### config.mk
export PLATFORM = sky130hd
export DESIGN_NAME = axi_lite_cmd_master
export DESIGN_NICKNAME = d
export VERILOG_FILES = /design/src/rtl/axi_lite_pkg.sv /design/src/rtl/axi_lite_cmd_master.sv
export SDC_FILE = /design/constraint.sdc
export NUM_CORES = 1
export LEC_CHECK = 0
export CAP_MARGIN = 25
export CORE_MARGIN = 5
export CORE_UTILIZATION = 50
export CTS_CLUSTER_DIAMETER = 30
export DETAILED_ROUTE_END_ITERATION = 7
export DONT_BUFFER_PORTS = 1
export GPL_TIMING_DRIVEN = 0
export SETUP_SLACK_MARGIN = 0.02
export SYNTH_ARGS = -nofsm -noshare
export SYNTH_HDL_FRONTEND = slang
export SYNTH_SLANG_ARGS = --single-unit
### constraint.sdc
create_clock -name axi_aclk -period 5.1 [get_ports axi_aclk]
set_input_delay 0.51 -clock axi_aclk [delete_from_list [all_inputs] [get_ports axi_aclk]]
set_output_delay 0.51 -clock axi_aclk [all_outputs]
set_load 0.03 [all_outputs]
### src/rtl/axi_lite_pkg.sv
// Shared AXI4-Lite definitions: response codes, command-master FSM states and
// small counter helpers.
package axi_lite_pkg;

    localparam logic [1:0] OKAY   = 2'b00;
    localparam logic [1:0] EXOKAY = 2'b01;
    localparam logic [1:0] SLVERR = 2'b10;
    localparam logic [1:0] DECERR = 2'b11;

    localparam int CNT_W = 16;

    typedef enum logic [2:0] {
        IDLE    = 3'd0,
        WR_REQ  = 3'd1,
        WR_RESP = 3'd2,
        RD_REQ  = 3'd3,
        RD_DATA = 3'd4,
        RSP     = 3'd5
    } state_t;

    function automatic logic [CNT_W-1:0] sat_inc(input logic [CNT_W-1:0] value);
        return (value == {CNT_W{1'b1}}) ? value : value + {{(CNT_W-1){1'b0}}, 1'b1};
    endfunction

    function automatic logic resp_is_err(input logic [1:0] resp);
        return resp != OKAY;
    endfunction

endpackage

### src/rtl/axi_lite_cmd_master.sv
// Command-stream to AXI4-Lite master: one outstanding read or write at a time,
// one response per command, plus bring-up transaction/error counters.
module axi_lite_cmd_master
    import axi_lite_pkg::*;
#(
    parameter int ADDR_W = 16,
    parameter int DATA_W = 32
) (
    input  logic                axi_aclk,
    input  logic                axi_areset,

    input  logic                cmd_valid,
    output logic                cmd_ready,
    input  logic                cmd_write,
    input  logic [ADDR_W-1:0]   cmd_addr,
    input  logic [DATA_W-1:0]   cmd_wdata,
    input  logic [DATA_W/8-1:0] cmd_wstrb,

    output logic                rsp_valid,
    input  logic                rsp_ready,
    output logic [DATA_W-1:0]   rsp_rdata,
    output logic [1:0]          rsp_resp,
    output logic                rsp_write,

    output logic [ADDR_W-1:0]   axi_awaddr,
    output logic [2:0]          axi_awprot,
    output logic                axi_awvalid,
    input  logic                axi_awready,

    output logic [DATA_W-1:0]   axi_wdata,
    output logic [DATA_W/8-1:0] axi_wstrb,
    output logic                axi_wvalid,
    input  logic                axi_wready,

    input  logic [1:0]          axi_bresp,
    input  logic                axi_bvalid,
    output logic                axi_bready,

    output logic [ADDR_W-1:0]   axi_araddr,
    output logic [2:0]          axi_arprot,
    output logic                axi_arvalid,
    input  logic                axi_arready,

    input  logic [DATA_W-1:0]   axi_rdata,
    input  logic [1:0]          axi_rresp,
    input  logic                axi_rvalid,
    output logic                axi_rready,

    output logic [CNT_W-1:0]    wr_cnt,
    output logic [CNT_W-1:0]    rd_cnt,
    output logic [CNT_W-1:0]    err_cnt
);

    state_t                state_reg, state_next;

    logic [ADDR_W-1:0]     addr_reg, addr_next;
    logic [DATA_W-1:0]     wdata_reg, wdata_next;
    logic [DATA_W/8-1:0]   wstrb_reg, wstrb_next;

    logic                  awvalid_reg, awvalid_next;
    logic                  wvalid_reg, wvalid_next;
    logic                  aw_done_reg, aw_done_next;
    logic                  w_done_reg, w_done_next;
    logic                  bready_reg, bready_next;
    logic                  arvalid_reg, arvalid_next;
    logic                  rready_reg, rready_next;

    logic                  rsp_valid_reg, rsp_valid_next;
    logic [DATA_W-1:0]     rsp_rdata_reg, rsp_rdata_next;
    logic [1:0]            rsp_resp_reg, rsp_resp_next;
    logic                  rsp_write_reg, rsp_write_next;

    logic [CNT_W-1:0]      wr_cnt_reg, wr_cnt_next;
    logic [CNT_W-1:0]      rd_cnt_reg, rd_cnt_next;
    logic [CNT_W-1:0]      err_cnt_reg, err_cnt_next;

    logic                  aw_fire, w_fire, aw_now, w_now;

    // Gated by reset so nothing is accepted while the block is held in reset.
    assign cmd_ready = (state_reg == IDLE) && !axi_areset;

    assign aw_fire = awvalid_reg && axi_awready;
    assign w_fire  = wvalid_reg && axi_wready;
    assign aw_now  = aw_done_reg || aw_fire;
    assign w_now   = w_done_reg || w_fire;

    always_comb begin
        state_next     = state_reg;
        addr_next      = addr_reg;
        wdata_next     = wdata_reg;
        wstrb_next     = wstrb_reg;
        awvalid_next   = awvalid_reg;
        wvalid_next    = wvalid_reg;
        aw_done_next   = aw_done_reg;
        w_done_next    = w_done_reg;
        bready_next    = bready_reg;
        arvalid_next   = arvalid_reg;
        rready_next    = rready_reg;
        rsp_valid_next = rsp_valid_reg;
        rsp_rdata_next = rsp_rdata_reg;
        rsp_resp_next  = rsp_resp_reg;
        rsp_write_next = rsp_write_reg;
        wr_cnt_next    = wr_cnt_reg;
        rd_cnt_next    = rd_cnt_reg;
        err_cnt_next   = err_cnt_reg;

        unique case (state_reg)
            IDLE: begin
                if (cmd_valid) begin
                    addr_next      = cmd_addr;
                    wdata_next     = cmd_wdata;
                    wstrb_next     = cmd_wstrb;
                    rsp_write_next = cmd_write;
                    if (cmd_write) begin
                        awvalid_next = 1'b1;
                        wvalid_next  = 1'b1;
                        aw_done_next = 1'b0;
                        w_done_next  = 1'b0;
                        state_next   = WR_REQ;
                    end else begin
                        arvalid_next = 1'b1;
                        state_next   = RD_REQ;
                    end
                end
            end

            WR_REQ: begin
                // Address and data channels complete independently, in any order.
                if (aw_fire) begin
                    awvalid_next = 1'b0;
                    aw_done_next = 1'b1;
                end
                if (w_fire) begin
                    wvalid_next = 1'b0;
                    w_done_next = 1'b1;
                end
                if (aw_now && w_now) begin
                    bready_next = 1'b1;
                    state_next  = WR_RESP;
                end
            end

            WR_RESP: begin
                if (axi_bvalid) begin
                    bready_next    = 1'b0;
                    rsp_resp_next  = axi_bresp;
                    rsp_rdata_next = '0;
                    rsp_valid_next = 1'b1;
                    state_next     = RSP;
                end
            end

            RD_REQ: begin
                if (axi_arready) begin
                    arvalid_next = 1'b0;
                    rready_next  = 1'b1;
                    state_next   = RD_DATA;
                end
            end

            RD_DATA: begin
                if (axi_rvalid) begin
                    rready_next    = 1'b0;
                    rsp_rdata_next = axi_rdata;
                    rsp_resp_next  = axi_rresp;
                    rsp_valid_next = 1'b1;
                    state_next     = RSP;
                end
            end

            RSP: begin
                if (rsp_ready) begin
                    rsp_valid_next = 1'b0;
                    if (rsp_write_reg) begin
                        wr_cnt_next = wr_cnt_reg + 16'd1;
                    end else begin
                        rd_cnt_next = rd_cnt_reg + 16'd1;
                    end
                    if (resp_is_err(rsp_resp_reg)) begin
                        err_cnt_next = sat_inc(err_cnt_reg);
                    end
                    state_next = IDLE;
                end
            end

            default: begin
                state_next = IDLE;
            end
        endcase
    end

    always_ff @(posedge axi_aclk or posedge axi_areset) begin
        if (axi_areset) begin
            state_reg     <= IDLE;
            addr_reg      <= '0;
            wdata_reg     <= '0;
            wstrb_reg     <= '0;
            awvalid_reg   <= 1'b0;
            wvalid_reg    <= 1'b0;
            aw_done_reg   <= 1'b0;
            w_done_reg    <= 1'b0;
            bready_reg    <= 1'b0;
            arvalid_reg   <= 1'b0;
            rready_reg    <= 1'b0;
            rsp_valid_reg <= 1'b0;
            rsp_rdata_reg <= '0;
            rsp_resp_reg  <= '0;
            rsp_write_reg <= 1'b0;
            wr_cnt_reg    <= '0;
            rd_cnt_reg    <= '0;
            err_cnt_reg   <= '0;
        end else begin
            state_reg     <= state_next;
            addr_reg      <= addr_next;
            wdata_reg     <= wdata_next;
            wstrb_reg     <= wstrb_next;
            awvalid_reg   <= awvalid_next;
            wvalid_reg    <= wvalid_next;
            aw_done_reg   <= aw_done_next;
            w_done_reg    <= w_done_next;
            bready_reg    <= bready_next;
            arvalid_reg   <= arvalid_next;
            rready_reg    <= rready_next;
            rsp_valid_reg <= rsp_valid_next;
            rsp_rdata_reg <= rsp_rdata_next;
            rsp_resp_reg  <= rsp_resp_next;
            rsp_write_reg <= rsp_write_next;
            wr_cnt_reg    <= wr_cnt_next;
            rd_cnt_reg    <= rd_cnt_next;
            err_cnt_reg   <= err_cnt_next;
        end
    end

    assign axi_awaddr  = addr_reg;
    assign axi_awprot  = 3'b000;
    assign axi_awvalid = awvalid_reg;
    assign axi_wdata   = wdata_reg;
    assign axi_wstrb   = wstrb_reg;
    assign axi_wvalid  = wvalid_reg;
    assign axi_bready  = bready_reg;
    assign axi_araddr  = addr_reg;
    assign axi_arprot  = 3'b000;
    assign axi_arvalid = arvalid_reg;
    assign axi_rready  = rready_reg;

    assign rsp_valid = rsp_valid_reg;
    assign rsp_rdata = rsp_rdata_reg;
    assign rsp_resp  = rsp_resp_reg;
    assign rsp_write = rsp_write_reg;

    assign wr_cnt  = wr_cnt_reg;
    assign rd_cnt  = rd_cnt_reg;
    assign err_cnt = err_cnt_reg;

endmodule

Word level (Yosys, flattened, before mapping)
Index checks and enable logic that the tools add are counted.

operators by class
  $add $sub $neg = 3
  multipliers = 0
  div/mod/pow operators = 0
  order comparisons = 0
  eq/ne operators = 16
  shift operators = 0
  muxes and demuxes = 40
  bitwise logic cells = 2
  reduce and logical (&&, ||, !) cells = 27

operators by type and width
  operator                 count
  $mux W32                 2
  $pmux W32 S2             1
  $add A16 B1 Y16 const B  3
  $ne A2 B2 Y1 const B     10
  $reduce_and A4 Y1        5
  $mux W1                  18
  $mux W3                  6
  $pmux W3 S6              1
  $eq A16 B16 Y1 const B   1
  $reduce_and A3 Y1        5
  $pmux W1 S2              7
  $reduce_bool A2 Y1       6
  $eq A3 B2 Y1 const B     2
  $eq A3 B3 Y1 const B     2
  $mux W2                  3
  $reduce_and A6 Y1        1
  $logic_and A1 B1 Y1      4
  $pmux W2 S2              1
  $eq A3 B1 Y1 const B     1
  $logic_not A3 Y1         1
  $pmux W1 S3              1
  $reduce_bool A3 Y1       1
  $logic_or A1 B1 Y1       2
  $not A1 Y1               2
  2 further kinds          2

word-level totals
  flip-flop bits (word level) = 146
  bits in latches = 0
  memory bits (writable) = 0
  bits in read-only memories = 0
  logic and storage cells = 106
  memories = 0

Logic depth before layout (Yosys ltp)
Gate-level depths: netlist of the first run.

  depth in word-level cells = 5
  mapped depth = 7
  gate-level depth less buffers = 5

Least setup slack after synthesis of the first run
No wires, ideal clock.

  path type = register to output
  start point = register state_reg[0]
  end point = output port cmd_ready
  arrival time = 1679 ps
  required time = 4590 ps
  slack = 2911 ps
  stages on the path, launching flop included = 4
  cell sequence = dfrtp_1 -> buf_4 -> buf_4 -> nor4_1

between the ends
  longest elaborated chain between the ends = 2

ends and longest elaborated chain
  item                      line                        RTL
  start: declaration        axi_lite_cmd_master.sv:54   state_t state_reg, state_next;
  start signal: assignment  axi_lite_cmd_master.sv:213  state_reg <= state_next;
  $logic_not A3 Y1          axi_lite_cmd_master.sv:80   assign cmd_ready = (state_reg == IDLE) && !axi_areset;
  $logic_and A1 B1 Y1       axi_lite_cmd_master.sv:80
  end: declaration          axi_lite_cmd_master.sv:13   output logic cmd_ready,

Every way passes these cells.

Final worst setup path of the first run
  start point = register state_reg[1]
  end point = output port cmd_ready

Same word-level chain as after synthesis.

==> results of run 1 <==
[layout make-up]
class / count / area (sq um)
Buffer: 46 / 290
Clock buffer: 23 / 478
Clock inverter: 9 / 176
Fill cell: 1051 / 5240
Inverter: 9 / 38.8
Multi-Input combinational cell: 345 / 2400
Sequential cell: 146 / 3650
Tap cell: 172 / 215
Timing Repair Buffer: 1 / 27.5
[path summary, 6_finish.rpt]
check | end | depth (start not counted) | start
max | cmd_ready | 3 | state_reg[1]
max reg2reg | axi_wdata[5] | 5 | state_reg[0]
min reg2reg | w_done_reg | 1 | w_done_reg
min | axi_wdata[29] | 1 | axi_areset
max in group asynchronous | wr_cnt[15] | 2 | axi_areset
min in group axi_aclk | axi_awvalid | 1 | axi_awready
[cell usage in the layout (no fill, tap or decap), drive strengths merged, types with 3 or more instances in the layout]
cell,synthesis,routed
and3,6,6
dfrtp,146,146
xnor2,33,33
bufinv,0,5
nand3,11,11
a21oi,13,13
nand3b,4,4
nor3b,4,4
xor2,12,12
buf,39,40
nand2,84,84
clkbuf,7,30
mux2,58,58
clkinv,0,3
o21ai,41,41
nand4,14,14
inv,9,9
o2111ai,3,3
and4,5,5
nor2,9,9
nor3,5,5
nor4,7,7
ha,3,3
conb,1,6
[stage by stage]
stage          cells  hold WS, ps  utilization  setup slack [ps]  setup TNS (ps)
4_1_cts          751         49.7        0.581              2590               0
3_5_place_dp     719          484        0.529              3050               0
2_1_floorplan    546          467            -               667               0
6_report         751         32.0        0.581              2620               0
3_3_place_gp     718          476        0.526              -756         -108560
5_1_grt          751         70.5        0.581              2520               0
[cell usage after synthesis, types with 4 or more instances]
cell | number | share of area
nor2_1 | 9 | 0.0053
clkbuf_1 | 7 | 0.0041
nor3_1 | 5 | 0.0039
and4_1 | 5 | 0.0069
nand4_1 | 14 | 0.014
and3_1 | 6 | 0.0059
o21ai_0 | 25 | 0.020
mux2_2 | 56 | 0.099
buf_4 | 25 | 0.030
xnor2_1 | 33 | 0.046
nor4_1 | 4 | 0.0039
o21ai_1 | 16 | 0.013
buf_2 | 13 | 0.010
nand2_1 | 84 | 0.050
xor2_1 | 12 | 0.017
dfrtp_1 | 146 | 0.58
a21oi_1 | 13 | 0.010
inv_1 | 9 | 0.0053
nand3_1 | 10 | 0.0079
nand3b_1 | 4 | 0.0047
[kinds of logic after synthesis]
| group | count (synthesis) | share of synthesized area |
|---|---|---|
| xor gates and xnor gates | 45 | 0.0621 |
| muxes | 60 | 0.106 |
| AOI/OAI and AO/OA | 68 | 0.0607 |
| buffers and inverters | 55 | 0.0510 |
| and+or+nand+nor | 163 | 0.138 |
| DFF | 146 | 0.575 |
| other | 1 | 0.000591 |
| adders and majority gates | 3 | 0.00591 |
[power by group through the flow]
stage | Combinational, mW | Clock (mW) | Sequential [mW]
finish | 1.18 | 1.37 | 2.79
global route | 1.31 | 1.44 | 2.85
CTS | 1.20 | 1.39 | 2.81
detailed placement | 1.20 | 0 | 2.82
global placement | 1.14 | 0 | 2.82
floorplan | 1.01 | 0 | 2.66
[worst max-delay path, cell delays in order, from the launching register on]
cell	delay, ps
dfrtp_1	380
buf_2	180
buf_2	210
nor4_2	790
[layer usage]
metal | track usage | vias to the layer above
met1 | 0.240 | 2008
met5 | 0 | -
met4 | 0.0763 | 0
li1 | - | 1895
met2 | 0.329 | 152
met3 | 0.101 | 22
==> results.toml, run 1 <==
[outcome]
outcome = "complete, no violations"

[drt]
route.met3.wl_microns = 1590
wl_per_cell_microns = 20.1
drt_drc_violations_left = 0
firstDrtPassIters = 4
met1Wirelength_microns = 5750
vias_per_cell = 5.43
top_layer = "met4"
totalWireLength_microns = 15100
dr_wl_met2_microns = 7440
drt_iter0_markers = 230
final_antenna_net_count = 0
vias = 4077

[clocking]
ctsResizeCount = 0
postCtsHoldBufs = 0
clk_latency_ps = 420
clk_pin_slew_ps = 60
htree_levels = 4
root_buffer = "clkbuf_16"
numCtsBuffers = 17
cts.path.max_buffers = 2
post_cts_buffers = 0
cts_sinks = 146
cts_tree = "done"

[sta]
final_max_slew_viol_count = 0
rsz0062_at_grt = "false"
setup_viol = 0
fmax_mhz = 403
fin_worst_skew_ps = 7.74
timing.final.crit_share = 0.487
slew_headroom = 0.400
tightest_slew_ps = 893
min_period_ps = 2480
finalHoldViolCount = 0

[worst_setup_path]
critPathArrivalTime_ps = 1970
cp-end-kind = "output port"
cp_max_fo = 10
required_ps = 4590
regToRegSetupSlack_ps = 3080
crit_type = "reg -> out"
crit_path_start_kind = "flip-flop"

[power]
clock_power_share = 0.256
irDropWorstVdd_uv = 434
power.switching_mw = 2.33
pwr-share-comb = 0.221
p_leak_nw = 3.20
total_power_mw = 5.34
switching_share = 0.436
p_int_mw = 3.01
seqPwrFrac = 0.523
power.density_nw_per_um2 = 734

[yosys]
ys_types = 53
syn_area_sq_um = 6350
synth_ff_type = "dfrtp_1"
ys_seq_area_frac = 0.575
synth-edff-count = 0
avgSynthCellArea_sq_um = 11.7
async_flop_share = 1.00
ys_ff_latch = 146
yosysWarnings = 0
synthCells = 541

[layout]
area_growth_pct = 14.6
layout.nets = 667
drive_above_1_share = 0.233
antenna_cells = 0
finish.instance_area_sq_um = 7280

[placement]
postPlaceCellArea_sq_um = 6620
post-dp-hpwl_microns = 11200
place_congestion = 0.783
io_buffer_count = 0

[floorplan]
io_pins = 262
dieArea_sq_um = 15100
die_w_microns = 123
core.rowCount = 41
die_y_microns = 123
start_util = 0.507
core_area_sq_um = 12500

[global_route]
grt_pass1_vias = 4228
grt_usage = 0.206
antenna_found_initial = 0
grt_pass1_wl_microns = 23600
grt_max_degree = 81
overflow = 0

[job]
max_cap_violations = 0

[min_path]
hp-class = "in -> async"
(Power assumes the default switching activity.)
==> inputs of run 2 (changes only) <==
PLACE_DENSITY = 0.68   (was default)
clock period = 2 ns   (was 5.1 ns; I/O delays follow)
==> run 2 against run 1 <==
Effect of this change: core utilization rose by 7.7 points; first-iteration DRC count fell by 18%; non-clock buffer count rose by 96; total power rose by 150%; sequential share of layout area fell by 5.7 points; critical path depth rose by 1; die area did not move; cell count rose by 13%; combinational power rose to 2.8 times the previous value; critical path type unchanged; routed wire length rose by 11%; via count rose by 13%.
==> results.toml, run 2 (same netlist as run 1, synthesis figures left out) <==
[worst_setup_path]
crit_path_start_kind = "flip-flop"
cp_slowest_cell = "dfrtp_1"
crit_type = "reg -> out"
slowest_delay_ps = 400
cp-end-kind = "output port"
critPathArrivalTime_ps = 1720
cpMostUsedCell = "buf_2"
cp_num_buf_inv = 3
required_ps = 1800
cp_max_fo = 10
crit_chain = "buf_2, buf_2, nor4_4, buf_4"
path_delay_family = "buffers and inverters"

[power]
power.density_nw_per_um2 = 1620
total_power_mw = 13.3
p_leak_nw = 3.53
irDropWorstVdd_uv = 988

[placement]
post-dp-hpwl_microns = 11400
dp.cells = 722
io_buffer_count = 0
place_congestion = 0.853

[sta]
timing.final.crit_share = 0.962
rsz0062_at_grt = "true"
setup_viol = 0
finalHoldViolCount = 0
tightest_slew_ps = 746
whs_ps = 17.0
slew_headroom = 0.502
fin_worst_skew_ps = 5.13
min_period_ps = 1920
final_max_slew_viol_count = 0
fmax_mhz = 520

[min_path]
hp-class = "in -> reg"

[drt]
drt_iter0_markers = 189
vias = 4616
totalWireLength_microns = 16700
final_antenna_net_count = 0
firstDrtPassIters = 4
wl_per_cell_microns = 19.7
vias_per_cell = 5.45
drt_drc_violations_left = 0

[global_route]
antenna_found_initial = 0
grt_pass1_wl_microns = 26200
grt_pass1_vias = 4926
grt_usage = 0.228
overflow = 0
grt_max_degree = 45

[clocking]
clk_pin_slew_ps = 60
clk_latency_ps = 410
cts_tree = "done"
numCtsBuffers = 17
root_buffer = "clkbuf_16"
cts.path.max_buffers = 2
cts_sinks = 146
htree_levels = 4

[layout]
layout.nets = 763
multi_input_area_sq_um = 2490
antenna_cells = 0
final_common_cell = "dfrtp_1"
n_fill_cell = 950
regArea_sq_um = 3670
layout_common_cells = "dfrtp_1 (134), dlygate4sd3_1 (91), nand2_1 (84)"
final_cells = 847
area_growth_pct = 29.7
drive_above_1_share = 0.239

[floorplan]
dieArea_sq_um = 15100
die_w_microns = 123
core_area_sq_um = 12500
core.rowCount = 41
io_pins = 262
die_y_microns = 123
start_util = 0.507

[outcome]
outcome = "complete, no violations"

[job]
max_cap_violations = 0
run 2: area by class of cell:
| type | instances | area share |
|---|---|---|
| buffer | 46 | 0.0378 |
| sequential | 146 | 0.445 |
| multi-input combinational | 345 | 0.302 |
| clock inverter | 12 | 0.0105 |
| inverter | 9 | 0.00456 |
| clock buffer | 20 | 0.0530 |
| timing repair buffer | 97 | 0.121 |
| tap | 172 | 0.0261 |
run 2: through the flow:
step                      instance area [sq um]  setup slack [ps]  TNS [ps]   util
after detailed placement                   6650             -36.0      -485  0.531
after floorplan                            6370             -33.0     -4820      -
final                                      8240              76.0         0  0.658
after CTS                                  8100              12.5         0  0.647
after global routing                       8240             -4.23     -4.23  0.658
after global placement                     6590              -714   -103230  0.526
run 2: metal layers:
metal	track usage	wire length, microns	part of all wire
met1	0.258	6150	0.37
met2	0.386	8720	0.52
met3	0.0876	1530	0.091
met4	0.0931	327	0.020
met5	0	0	0
run 2: path summary, 6_finish.rpt:
path | slack (ps) | endpoint | start | depth (start not counted)
max | 80 | cmd_ready | state_reg[1] | 4
min | 20 | rsp_resp[0] | axi_bresp[0] | 2
max reg2reg | 80 | err_cnt[9] | err_cnt[0] | 6
min reg2reg | 510 | aw_done_reg | aw_done_reg | 1
max in group asynchronous | 950 | err_cnt[12] | axi_areset | 3
min in group asynchronous | 390 | rsp_rdata[27] | axi_areset | 2
run 2: report_power, final:
group          total, mW  internal (mW)  switching, mW
Sequential          7.18           4.02           3.16
Clock               2.79           1.58           1.21
Combinational       3.34           1.55           1.79
run 2: repair_timing:
item | 4_1_cts | 5_1_grt
endpoints found under the hold margin | 122 | 1
pin swaps | 0 | 3
resized for setup | 9 | 28
setup buffers | 0 | 2
setup endpoints to repair | 34 | 86
hold buffers | 90 | 1
